[src/rtl/acc4_stage.sv]
// 4-bit accumulator stage: accept an operand, execute LOAD/ADD/SUB/CLR, hold the result
// until consumed. Define ACC4_SAT_EN to saturate/clamp ADD/SUB instead of wrapping.
module acc4_stage (
  input  logic       clk,
  input  logic       reset,
  input  logic [3:0] in_data,
  input  logic [1:0] op,
  input  logic       in_valid,
  output logic       in_ready,
  output logic [3:0] acc,
  output logic       carry,
  output logic       zero,
  output logic       out_valid,
  input  logic       out_ready,
  output logic [3:0] op_cnt
);

  typedef enum logic [1:0] {StIdle, StExec, StHold} state_e;

  localparam logic [1:0] OpLoad = 2'b00;
  localparam logic [1:0] OpAdd  = 2'b01;
  localparam logic [1:0] OpSub  = 2'b10;
  localparam logic [1:0] OpClr  = 2'b11;

  state_e     state_q, state_d;
  logic [3:0] data_q, data_d;
  logic [1:0] opr_q, opr_d;
  logic [3:0] acc_q, acc_d;
  logic       carry_q, carry_d;
  logic       zero_q, zero_d;
  logic [3:0] cnt_q, cnt_d;
  logic [4:0] sum, diff;

  always_comb begin
    state_d = state_q;
    data_d  = data_q;
    opr_d   = opr_q;
    acc_d   = acc_q;
    carry_d = carry_q;
    cnt_d   = cnt_q;
    sum     = {1'b0, acc_q} + {1'b0, data_q};
    // Bit 4 of the difference is the borrow (old acc < operand).
    diff    = {1'b0, acc_q} - {1'b0, data_q};
    unique case (state_q)
      StIdle: begin
        if (in_valid) begin
          data_d  = in_data;
          opr_d   = op;
          state_d = StExec;
        end
      end
      StExec: begin
        state_d = StHold;
        cnt_d   = cnt_q + 4'd1;
        case (opr_q)
          OpLoad: begin
            acc_d   = data_q;
            carry_d = 1'b0;
          end
          OpAdd: begin
            carry_d = sum[4];
`ifdef ACC4_SAT_EN
            acc_d   = sum[4] ? 4'hF : sum[3:0];
`else
            acc_d   = sum[3:0];
`endif
          end
          OpSub: begin
            carry_d = diff[4];
`ifdef ACC4_SAT_EN
            acc_d   = diff[4] ? 4'h0 : diff[3:0];
`else
            acc_d   = diff[3:0];
`endif
          end
          OpClr: begin
            acc_d   = 4'h0;
            carry_d = 1'b0;
          end
          default: ;
        endcase
      end
      StHold: begin
        if (out_ready) state_d = StIdle;
      end
      default: state_d = StIdle;
    endcase
    zero_d = (acc_d == 4'h0);
  end

  always_ff @(posedge clk) begin
    if (reset) begin
      state_q <= StIdle;
      data_q  <= 4'h0;
      opr_q   <= OpLoad;
      acc_q   <= 4'h0;
      carry_q <= 1'b0;
      zero_q  <= 1'b1;
      cnt_q   <= 4'h0;
    end else begin
      state_q <= state_d;
      data_q  <= data_d;
      opr_q   <= opr_d;
      acc_q   <= acc_d;
      carry_q <= carry_d;
      zero_q  <= zero_d;
      cnt_q   <= cnt_d;
    end
  end

  assign in_ready  = (state_q == StIdle) && !reset;
  assign out_valid = (state_q == StHold);
  assign acc       = acc_q;
  assign carry     = carry_q;
  assign zero      = zero_q;
  assign op_cnt    = cnt_q;

endmodule

[config.mk]
export PLATFORM = sky130hd
export DESIGN_NAME = acc4_stage
export DESIGN_NICKNAME = d
export VERILOG_FILES = /design/src/rtl/acc4_stage.sv
export SDC_FILE = /design/constraint.sdc
export NUM_CORES = 1
export LEC_CHECK = 0
export BUFFER_PORTS_ARGS = -buffer_cell sky130_fd_sc_hd__clkbuf_2
export CAP_MARGIN = 20
export CORE_MARGIN = 2
export CORE_UTILIZATION = 45
export DETAILED_ROUTE_END_ITERATION = 10
export PLACE_DENSITY = 0.7
export SLEW_MARGIN = 20
export SYNTH_ARGS = -nofsm -noshare
export SYNTH_HDL_FRONTEND = slang
export SYNTH_SLANG_ARGS = --single-unit
[constraint.sdc]
create_clock -name clk -period 1.8 [get_ports clk]
set_clock_uncertainty 0.2 [all_clocks]
set_input_delay 0.27 -clock clk [delete_from_list [all_inputs] [get_ports clk]]
set_output_delay 0.27 -clock clk [all_outputs]
set_load 0.01 [all_outputs]
==> results of run 1 <==
-- worst max-delay path, stage by stage (launching register included) --
cell and delay, ns:
dfxtp_4 0.37, inv_2 0.04, ha_4 0.15, fa_2 0.34, xnor2_1 0.13, mux2i_1 0.19
a2bb2oi_2 0.16, a211oi_2 0.08, nor4_1 0.31
-- cells in the final DEF, fill, tap and decap left out, types with 2 or more instances in the layout --
master	synthesis	routed
ha_1	9	6
nor3b_2	1	2
nor4_1	2	2
dfxtp_1	18	11
o31a_1	2	2
o21ai_0	4	2
xor2_1	2	2
xnor2_1	3	3
dlygate4sd3_1	0	6
inv_1	7	5
nand2_1	3	3
ha_4	0	3
nor2b_1	3	3
clkbuf_2	0	21
clkbuf_4	0	3
a21oi_1	6	5
buf_4	0	20
o21ai_1	1	3
inv_2	1	3
nor2_1	22	21
fa_2	0	2
mux2i_1	6	6
dfxtp_2	0	6
-- final cells by class --
cell class                      count  area share, %
Multi-Input combinational cell     83           46.7
Sequential cell                    18           25.1
Timing Repair Buffer               47           21.3
Clock buffer                        4           2.45
Tap cell                           28           2.37
Inverter                            8           2.03
-- routing by layer --
metal,part of all wire (%),track usage (%),up-vias
met1,45,25.5,436
met4,1.8,7.89,0
met5,0,0,-
li1,-,-,483
met3,2.8,2.59,5
met2,50,35.9,15
-- per-stage QoR --
| step | worst slack, ns | instance area (um2) | hold slack (ns) |
|---|---|---|---|
| after floorplan | -0.138 | 1080 | 0.192 |
| after global placement | -0.146 | 1330 | 0.281 |
| after detailed placement | -0.281 | 1330 | 0.295 |
| after CTS | -0.296 | 1470 | 0.00333 |
| after global routing | -0.379 | 1480 | 0.0116 |
| final | -0.284 | 1480 | 0.00616 |
-- path summary, 6_finish.rpt --
kind / start / slack [ns] / endpoint / cells past startpoint
min: in_data[0] / 0.006 / data_q[0] / 3
max reg2reg: acc[0] / -0.28 / zero / 8
min reg2reg: carry / 0.31 / carry / 2
max: acc[0] / -0.28 / zero / 8
-- kinds of logic (layout without fill, tap and decap cells) --
kind of cell	after synthesis	count (layout)	share of synthesized area [%]
buffers and inverters	13	59	5.66
flip-flops	18	18	34.7
adder cells (fa/ha/maj)	11	11	14.7
XOR/XNOR	5	5	4.21
AO/OA/AOI/OAI	21	21	14.8
AND/OR/NAND/NOR	40	40	20.2
multiplexers	6	6	5.78
-- sequential cells by signal, summed over array words and instances (netlist names) --
| signal | count |
|---|---|
| op_cnt | 4 |
| opr_q | 2 |
| state_q | 2 |
| acc | 4 |
| data_q | 4 |
| carry | 1 |
| zero | 1 |
-- timing repair --
action,CTS,global route
hold buffers,6,0
endpoints found under the hold margin,6,0
buffers inserted,1,0
pin swaps,6,5
endpoints found under the setup margin,5,5
resized for setup,9,4
cloned,0,0
-- power by group through the flow --
stage	clock [uW]	sequential, uW	combinational [uW]
after floorplan	0	469	164
after global routing	277	458	337
after CTS	261	454	301
after detailed placement	0	461	278
after global placement	0	460	270
final	250	454	305
==> impl_metrics.py, run 1 <==
metrics = {
    "power": {
        "p_switching_uw": 299,
        "ir_worst_vdd_mv": 0.516,
        "swShare_pct": 29.7,
        "p_leak_uw": 0.000656,
        "comb_power_share_pct": 30.2,
        "pwr-share-clk_pct": 24.8,
        "p_int_uw": 709,
        "pwr-share-seq_pct": 45.0,
        "total_power_uw": 1010,
        "powerDensity_mw_per_mm2": 682,
    },
    "die": {
        "pin_count": 22,
        "chipHeight_um": 52.1,
        "rows": 17,
        "die_w_um": 52.1,
        "start_util_pct": 47.5,
        "dieArea_mm2": 0.00271,
        "core-area_mm2": 0.00219,
    },
    "critical_path": {
        "criticalPathCategory": "reg2reg",
        "crit_path_start_kind": "register",
        "crit_arrival_ns": 2.08,
        "cp_max_fo": 3,
        "cp-end-kind": "register",
        "critPathRequiredTime_ns": 1.80,
    },
    "run_status": {
        "violations": "setup timing",
        "status": "complete, but fails checks",
    },
    "timing": {
        "tightest_slew_ns": 0.378,
        "finalSetupViolCount": 4,
        "finalMaxSlewViolations": 0,
        "fmax_ghz": 0.480,
        "hold_viol_final": 0,
        "layout_min_cycle_time_ns": 2.08,
        "min_period_over_period_pct": 116,
        "setup_ws_ns": -0.284,
        "finalSetupTns_ns": -0.501,
        "rsz0062_at_grt": "yes",
        "max-slew-margin-rel_pct": 74.7,
    },
    "clock_tree": {
        "worstSkewPairLatency_ns": 0.30,
        "cts_root_buf": "clkbuf_4",
        "cts_made_buffers": 3,
        "clk_path_buf_depth": 2,
        "tritoncts": "built",
        "clk_pin_slew_worst_paths_ns": 0.10,
        "cts.sinks": 18,
        "htree_levels": 1,
    },
    "routing": {
        "drc": 0,
        "initialDrtViolationCount": 15,
        "postRouteWirelength_um": 2390,
        "first_pass_iters": 3,
        "routed_via_density": 4.99,
        "num_vias": 939,
        "wl_per_cell_um": 12.7,
        "ant_nets": 0,
    },
    "synthesis": {
        "synth_edf_count": 0,
        "synthCells": 114,
        "syn_area_mm2": 0.00104,
        "yosys_most_used_dff": "dfxtp_1",
        "synth_top_area_cell": "dfxtp_1",
        "yosysMostFrequentCell": "nor2_1",
        "ys_seq_elements": 18,
        "ys_warn_count": 0,
        "synth_top_cell_area_share_pct": 34.7,
        "synthTopCellsByCount": "nor2_1 (22), dfxtp_1 (18), ha_1 (9), inv_1 (7)",
        "syn_avg_cell_area_um2": 9.12,
        "synthesis.nets": 135,
        "async_reset_ff_share_pct": 0,
        "yosysUniqueCellTypes": 36,
        "synth_area_leaders": "dfxtp_1 (35%), ha_1 (11%), nor2_1 (7.9%), mux2i_1 (5.8%), fa_1 (3.9%)",
        "synth-seq-area-share_pct": 34.7,
    },
    "job": {
        "cap_viol_max_count": 0,
    },
    "worst_hold_path": {
        "hp-class": "in2reg",
    },
    "layout": {
        "area_growth_syn_to_layout_pct": 42.2,
        "antennaDiodeCount": 0,
        "nets": 182,
        "multi_input_area_um2": 691,
        "drive_above_1_share_pct": 45.0,
        "num-fill-cells": 189,
        "register_area_um2": 372,
        "fin_cells": 188,
        "utilization_pct": 67.5,
    },
    "global_routing": {
        "grt_pass1_vias": 934,
        "track_usage_pct": 20.6,
        "grt_start_max_net_pins": 11,
        "antenna_found_initial": 0,
        "grt_pass1_wl_um": 4040,
        "overflow": 0,
    },
    "placed_design": {
        "place_congestion": 0.864,
        "place_inst": 177,
        "portBuffers": 21,
        "dp_hpwl_um": 1810,
    },
}
Note: power is estimated with default switching activity, not from simulation.
==> run 2, diff against run 1 <==
--- a/config.mk
+++ b/config.mk
@@ -7,10 +7,11 @@
 export LEC_CHECK = 0
 export BUFFER_PORTS_ARGS = -buffer_cell sky130_fd_sc_hd__clkbuf_2
 export CAP_MARGIN = 20
-export CORE_MARGIN = 2
-export CORE_UTILIZATION = 45
+export CELL_PAD_IN_SITES_DETAIL_PLACEMENT = 2
+export CELL_PAD_IN_SITES_GLOBAL_PLACEMENT = 2
+export CORE_UTILIZATION = 28
 export DETAILED_ROUTE_END_ITERATION = 10
-export PLACE_DENSITY = 0.7
+export PLACE_DENSITY_LB_ADDON = 0.1
 export SLEW_MARGIN = 20
 export SYNTH_ARGS = -nofsm -noshare
 export SYNTH_HDL_FRONTEND = slang
==> impl_metrics.py, run 2 (synthesis gave the netlist of run 1 again) <==
metrics = {
    "placed_design": {
        "dp_hpwl_um": 2360,
        "place_congestion": 0.820,
        "portBuffers": 21,
        "post-place-ws_ns": -0.235,
    },
    "layout": {
        "drive_above_1_share_pct": 51.0,
        "nets": 179,
        "utilization_pct": 45.5,
        "antennaDiodeCount": 0,
        "final_cell_mix": "nor2_1 (22), buf_4 (22), clkbuf_2 (21), dfxtp_1 (12)",
        "area_growth_syn_to_layout_pct": 50.5,
    },
    "die": {
        "die_w_um": 62.9,
        "dieArea_mm2": 0.00396,
        "start_util_pct": 30.2,
        "chipHeight_um": 62.9,
        "core-area_mm2": 0.00344,
        "rows": 21,
        "pin_count": 22,
    },
    "routing": {
        "postRouteWirelength_um": 3290,
        "routed_via_density": 4.80,
        "ant_nets": 0,
        "wl_per_cell_um": 16.2,
        "first_pass_iters": 4,
        "num_vias": 974,
        "initialDrtViolationCount": 10,
        "drc": 0,
    },
    "timing": {
        "finalMaxSlewViolations": 0,
        "rsz0062_at_grt": "yes",
        "setup_ws_ns": -0.195,
        "fmax_ghz": 0.501,
        "tightest_slew_ns": 0.457,
        "finalSetupViolCount": 4,
        "min_period_over_period_pct": 111,
        "max-slew-margin-rel_pct": 69.3,
        "layout_min_cycle_time_ns": 1.99,
        "hold_viol_final": 0,
    },
    "global_routing": {
        "grt_pass1_wl_um": 5280,
        "antenna_found_initial": 0,
        "track_usage_pct": 17.4,
        "grt_start_max_net_pins": 13,
        "overflow": 0,
        "grt_pass1_vias": 1013,
    },
    "clock_tree": {
        "cts.sinks": 18,
        "hold_buffers": 0,
        "clk_pin_slew_worst_paths_ns": 0.08,
        "worstSkewPairLatency_ns": 0.26,
        "tritoncts": "built",
        "cts_made_buffers": 3,
        "htree_levels": 1,
        "clk_path_buf_depth": 2,
        "cts_root_buf": "clkbuf_8",
    },
    "worst_hold_path": {
        "hp-class": "in2reg",
    },
    "critical_path": {
        "cp-end-kind": "register",
        "critPathRequiredTime_ns": 1.77,
        "criticalPathCategory": "reg2reg",
        "crit_path_start_kind": "register",
        "crit_arrival_ns": 1.97,
        "cp_max_fo": 3,
    },
    "run_status": {
        "violations": "setup timing",
        "status": "complete, but fails checks",
    },
    "power": {
        "ir_worst_vdd_mv": 0.523,
        "total_power_uw": 1150,
        "p_leak_uw": 0.000681,
        "powerDensity_mw_per_mm2": 738,
    },
    "job": {
        "cap_viol_max_count": 0,
    },
}
-- run 2: changes by cell type in the layout (fill, tap and decap cells not counted), sizes merged --
cell	before	now
buf	20	23
dlygate4sd3	6	0
-- run 2: final cells by class --
cell class | count | area [um2]
fill | 383 | 1880
multi-input combinational | 83 | 766
sequential | 18 | 375
timing repair buffer | 44 | 282
tap | 46 | 57.6
clock buffer | 4 | 55.1
inverter | 8 | 30.0
-- run 2: final timing paths --
path	from	to	slack (ns)	cells past startpoint
worst max-delay path	acc[0]	zero	-0.19	8
worst min-delay path	in_valid	state_q[0]	0.02	2
worst max register to register	acc[0]	zero	-0.19	8
worst min register to register	carry	carry	0.32	2
-- run 2: where the power goes --
| part | total, uW | internal (uW) | switching, uW |
|---|---|---|---|
| Combinational | 354 | 181 | 172 |
| Clock | 347 | 195 | 152 |
| Sequential | 454 | 426 | 28.2 |
| Total | 1150 | 802 | 353 |
-- run 2: critical path, stage by stage, from the launching register on --
cell,delay (ns)
dfxtp_4,0.36
inv_2,0.04
ha_4,0.15
fa_2,0.38
xnor2_2,0.15
mux2i_1,0.20
a2bb2oi_2,0.18
a211oi_2,0.09
nor4_2,0.15
-- run 2: through the flow --
stage | instances | setup TNS, ns | hold WS (ns) | area, um2
after floorplan | 114 | -0.141 | 0.192 | 1080
after global placement | 195 | -0.288 | 0.284 | 1350
after detailed placement | 195 | -0.450 | 0.295 | 1350
after CTS | 200 | -0.454 | 0.0177 | 1460
after global routing | 203 | -0.856 | 0.0355 | 1570
final | 203 | -0.424 | 0.0191 | 1570
-- run 2: repair_timing --
action                                  4_1_cts  5_1_grt
gates cloned                                  0        0
pin swaps                                     8       10
endpoints found under the hold margin         0        0
setup buffers                                 1        3
resized for setup                            10       14
endpoints found under the setup margin        5        5
-- run 2: metal layers --
| layer | part of all wire (%) | vias to the layer above | global-route usage [%] |
|---|---|---|---|
| li1 | - | 476 | - |
| met1 | 46 | 477 | 20.5 |
| met2 | 50 | 16 | 32.1 |
| met3 | 2.6 | 5 | 3.83 |
| met4 | 0.94 | 0 | 2.62 |
| met5 | 0 | - | 0 |
==> run 3, diff against run 2 <==
--- a/config.mk
+++ b/config.mk
@@ -9,7 +9,7 @@
 export CAP_MARGIN = 20
 export CELL_PAD_IN_SITES_DETAIL_PLACEMENT = 2
 export CELL_PAD_IN_SITES_GLOBAL_PLACEMENT = 2
-export CORE_UTILIZATION = 28
+export CORE_UTILIZATION = 34
 export DETAILED_ROUTE_END_ITERATION = 10
 export PLACE_DENSITY_LB_ADDON = 0.1
 export SLEW_MARGIN = 20
==> constraint.sdc (replaced) <==
create_clock -name clk -period 2.4 [get_ports clk]
set_clock_uncertainty 0.2 [all_clocks]
set_input_delay 0.36 -clock clk [delete_from_list [all_inputs] [get_ports clk]]
set_output_delay 0.36 -clock clk [all_outputs]
set_load 0.01 [all_outputs]
==> impl_metrics.py, run 3 (synthesis gave the netlist of run 1 again) <==
metrics = {
    "run_status": {
        "status": "complete, no violations",
    },
    "timing": {
        "fmax_ghz": 0.455,
        "tightest_slew_ns": 0.461,
        "layout_min_cycle_time_ns": 2.20,
        "rsz0062_at_grt": "no",
        "min_period_over_period_pct": 91.6,
        "finalSetupTns_ns": 0,
        "finalSetupViolCount": 0,
        "finalMaxSlewViolations": 0,
        "max-slew-margin-rel_pct": 69.1,
        "hold_viol_final": 0,
    },
    "routing": {
        "wl_per_cell_um": 16.0,
        "routed_via_density": 5.33,
        "first_pass_iters": 4,
        "num_vias": 896,
        "drc": 0,
        "initialDrtViolationCount": 8,
        "ant_nets": 0,
        "postRouteWirelength_um": 2700,
    },
    "global_routing": {
        "track_usage_pct": 19.3,
        "overflow": 0,
        "antenna_found_initial": 0,
        "grt_start_max_net_pins": 18,
        "grt_pass1_wl_um": 4600,
        "grt_pass1_vias": 969,
    },
    "clock_tree": {
        "cts_root_buf": "clkbuf_4",
        "clk_path_buf_depth": 2,
        "tritoncts": "built",
        "cts.sinks": 18,
        "cts_made_buffers": 3,
        "clk_pin_slew_worst_paths_ns": 0.11,
        "worstSkewPairLatency_ns": 0.31,
        "htree_levels": 1,
    },
    "worst_hold_path": {
        "hp-class": "in2reg",
    },
    "die": {
        "chipHeight_um": 57.3,
        "start_util_pct": 36.8,
        "rows": 19,
        "core-area_mm2": 0.00283,
        "dieArea_mm2": 0.00328,
        "die_w_um": 57.3,
        "pin_count": 22,
    },
    "critical_path": {
        "critical_path.top_delay_family": "adder cells",
        "cpPeakStageDelay_ns": 0.43,
        "cp-end-kind": "register",
        "crit_path_start_kind": "register",
        "worst-path-buf-inv": 1,
        "path_cells": "inv_1 > ha_1 > fa_1 > xnor2_1 > mux2i_1 > a2bb2oi_1 > a211oi_2 > nor4_1",
        "critPathRequiredTime_ns": 2.42,
        "criticalPathCategory": "reg2reg",
        "cp_max_fo": 4,
        "slowest_stage": "fa_1",
        "crit_arrival_ns": 2.22,
    },
    "layout": {
        "nets": 159,
        "multi_input_area_um2": 633,
        "utilization_pct": 43.3,
        "antennaDiodeCount": 0,
        "area_growth_syn_to_layout_pct": 17.9,
        "final_common_cell": "nor2_1",
        "register_area_um2": 360,
        "drive_above_1_share_pct": 27.7,
        "final_cell_mix": "nor2_1 (22), clkbuf_2 (21), dfxtp_1 (18), ha_1 (8), inv_1 (7)",
        "num-fill-cells": 323,
    },
    "placed_design": {
        "portBuffers": 21,
        "dp_hpwl_um": 2170,
        "place_congestion": 0.777,
    },
    "power": {
        "powerDensity_mw_per_mm2": 582,
        "ir_worst_vdd_mv": 0.271,
        "p_leak_uw": 0.000545,
    },
    "job": {
        "cap_viol_max_count": 0,
    },
}
## run 3: cell count changes in the layout (fill, tap and decap cells not counted), sizes merged
| cell | delta |
|---|---|
| buf | -20 |
## run 3: final cells by class
| cell class | instances | share of cell area (%) |
|---|---|---|
| Timing Repair Buffer | 24 | 10.4 |
| Sequential cell | 18 | 29.4 |
| Inverter | 8 | 2.45 |
| Multi-Input combinational cell | 83 | 51.6 |
| Clock buffer | 4 | 2.96 |
| Tap cell | 31 | 3.16 |
## run 3: per-stage QoR
step / power (uW) / worst slack (ns) / hold slack [ns] / instances / area [um2]
floorplan: 467 / 0.331 / 0.282 / 114 / 1040
global placement: 513 / 0.136 / 0.291 / 164 / 1180
detailed placement: 523 / 0.121 / 0.302 / 164 / 1180
CTS: 728 / 0.104 / 0.0573 / 168 / 1210
global route: 757 / 0.0526 / 0.0760 / 168 / 1230
finish: 713 / 0.203 / 0.0740 / 168 / 1230
## run 3: final timing paths
check | slack, ns | cells past startpoint | startpoint | endpoint
setup / recovery | 0.20 | 8 | acc[0] | zero
hold / removal | 0.07 | 3 | in_data[2] | data_q[2]
setup reg to reg | 0.20 | 8 | acc[0] | zero
hold reg to reg | 0.31 | 2 | carry | carry
## run 3: per-layer routing
| layer | vias up | track usage, % | wire (um) |
|---|---|---|---|
| li1 | 436 | - | - |
| met1 | 438 | 23.4 | 1200 |
| met2 | 14 | 31.3 | 1350 |
| met3 | 8 | 4.08 | 66 |
| met4 | 0 | 11.8 | 76 |
| met5 | - | 0 | 0 |
## run 3: repair_timing
| action | CTS | global route |
|---|---|---|
| hold buffers | 0 | 0 |
| setup buffers | 0 | 0 |
| setup endpoints to repair | 0 | 1 |
| resized for setup | 0 | 3 |
## run 3: worst min-delay path: cells and delay by family
family | cells | cell delay [ns]
AND/OR/NAND/NOR | 1 | 0.07
buffers and inverters | 1 | 0.07
AO/OA/AOI/OAI | 1 | 0.05
## run 3: power breakdown
part / internal [uW] / switching, uW
combinational: 80.2 / 93.7
clock: 92.7 / 103
sequential: 319 / 24.0
total: 492 / 221
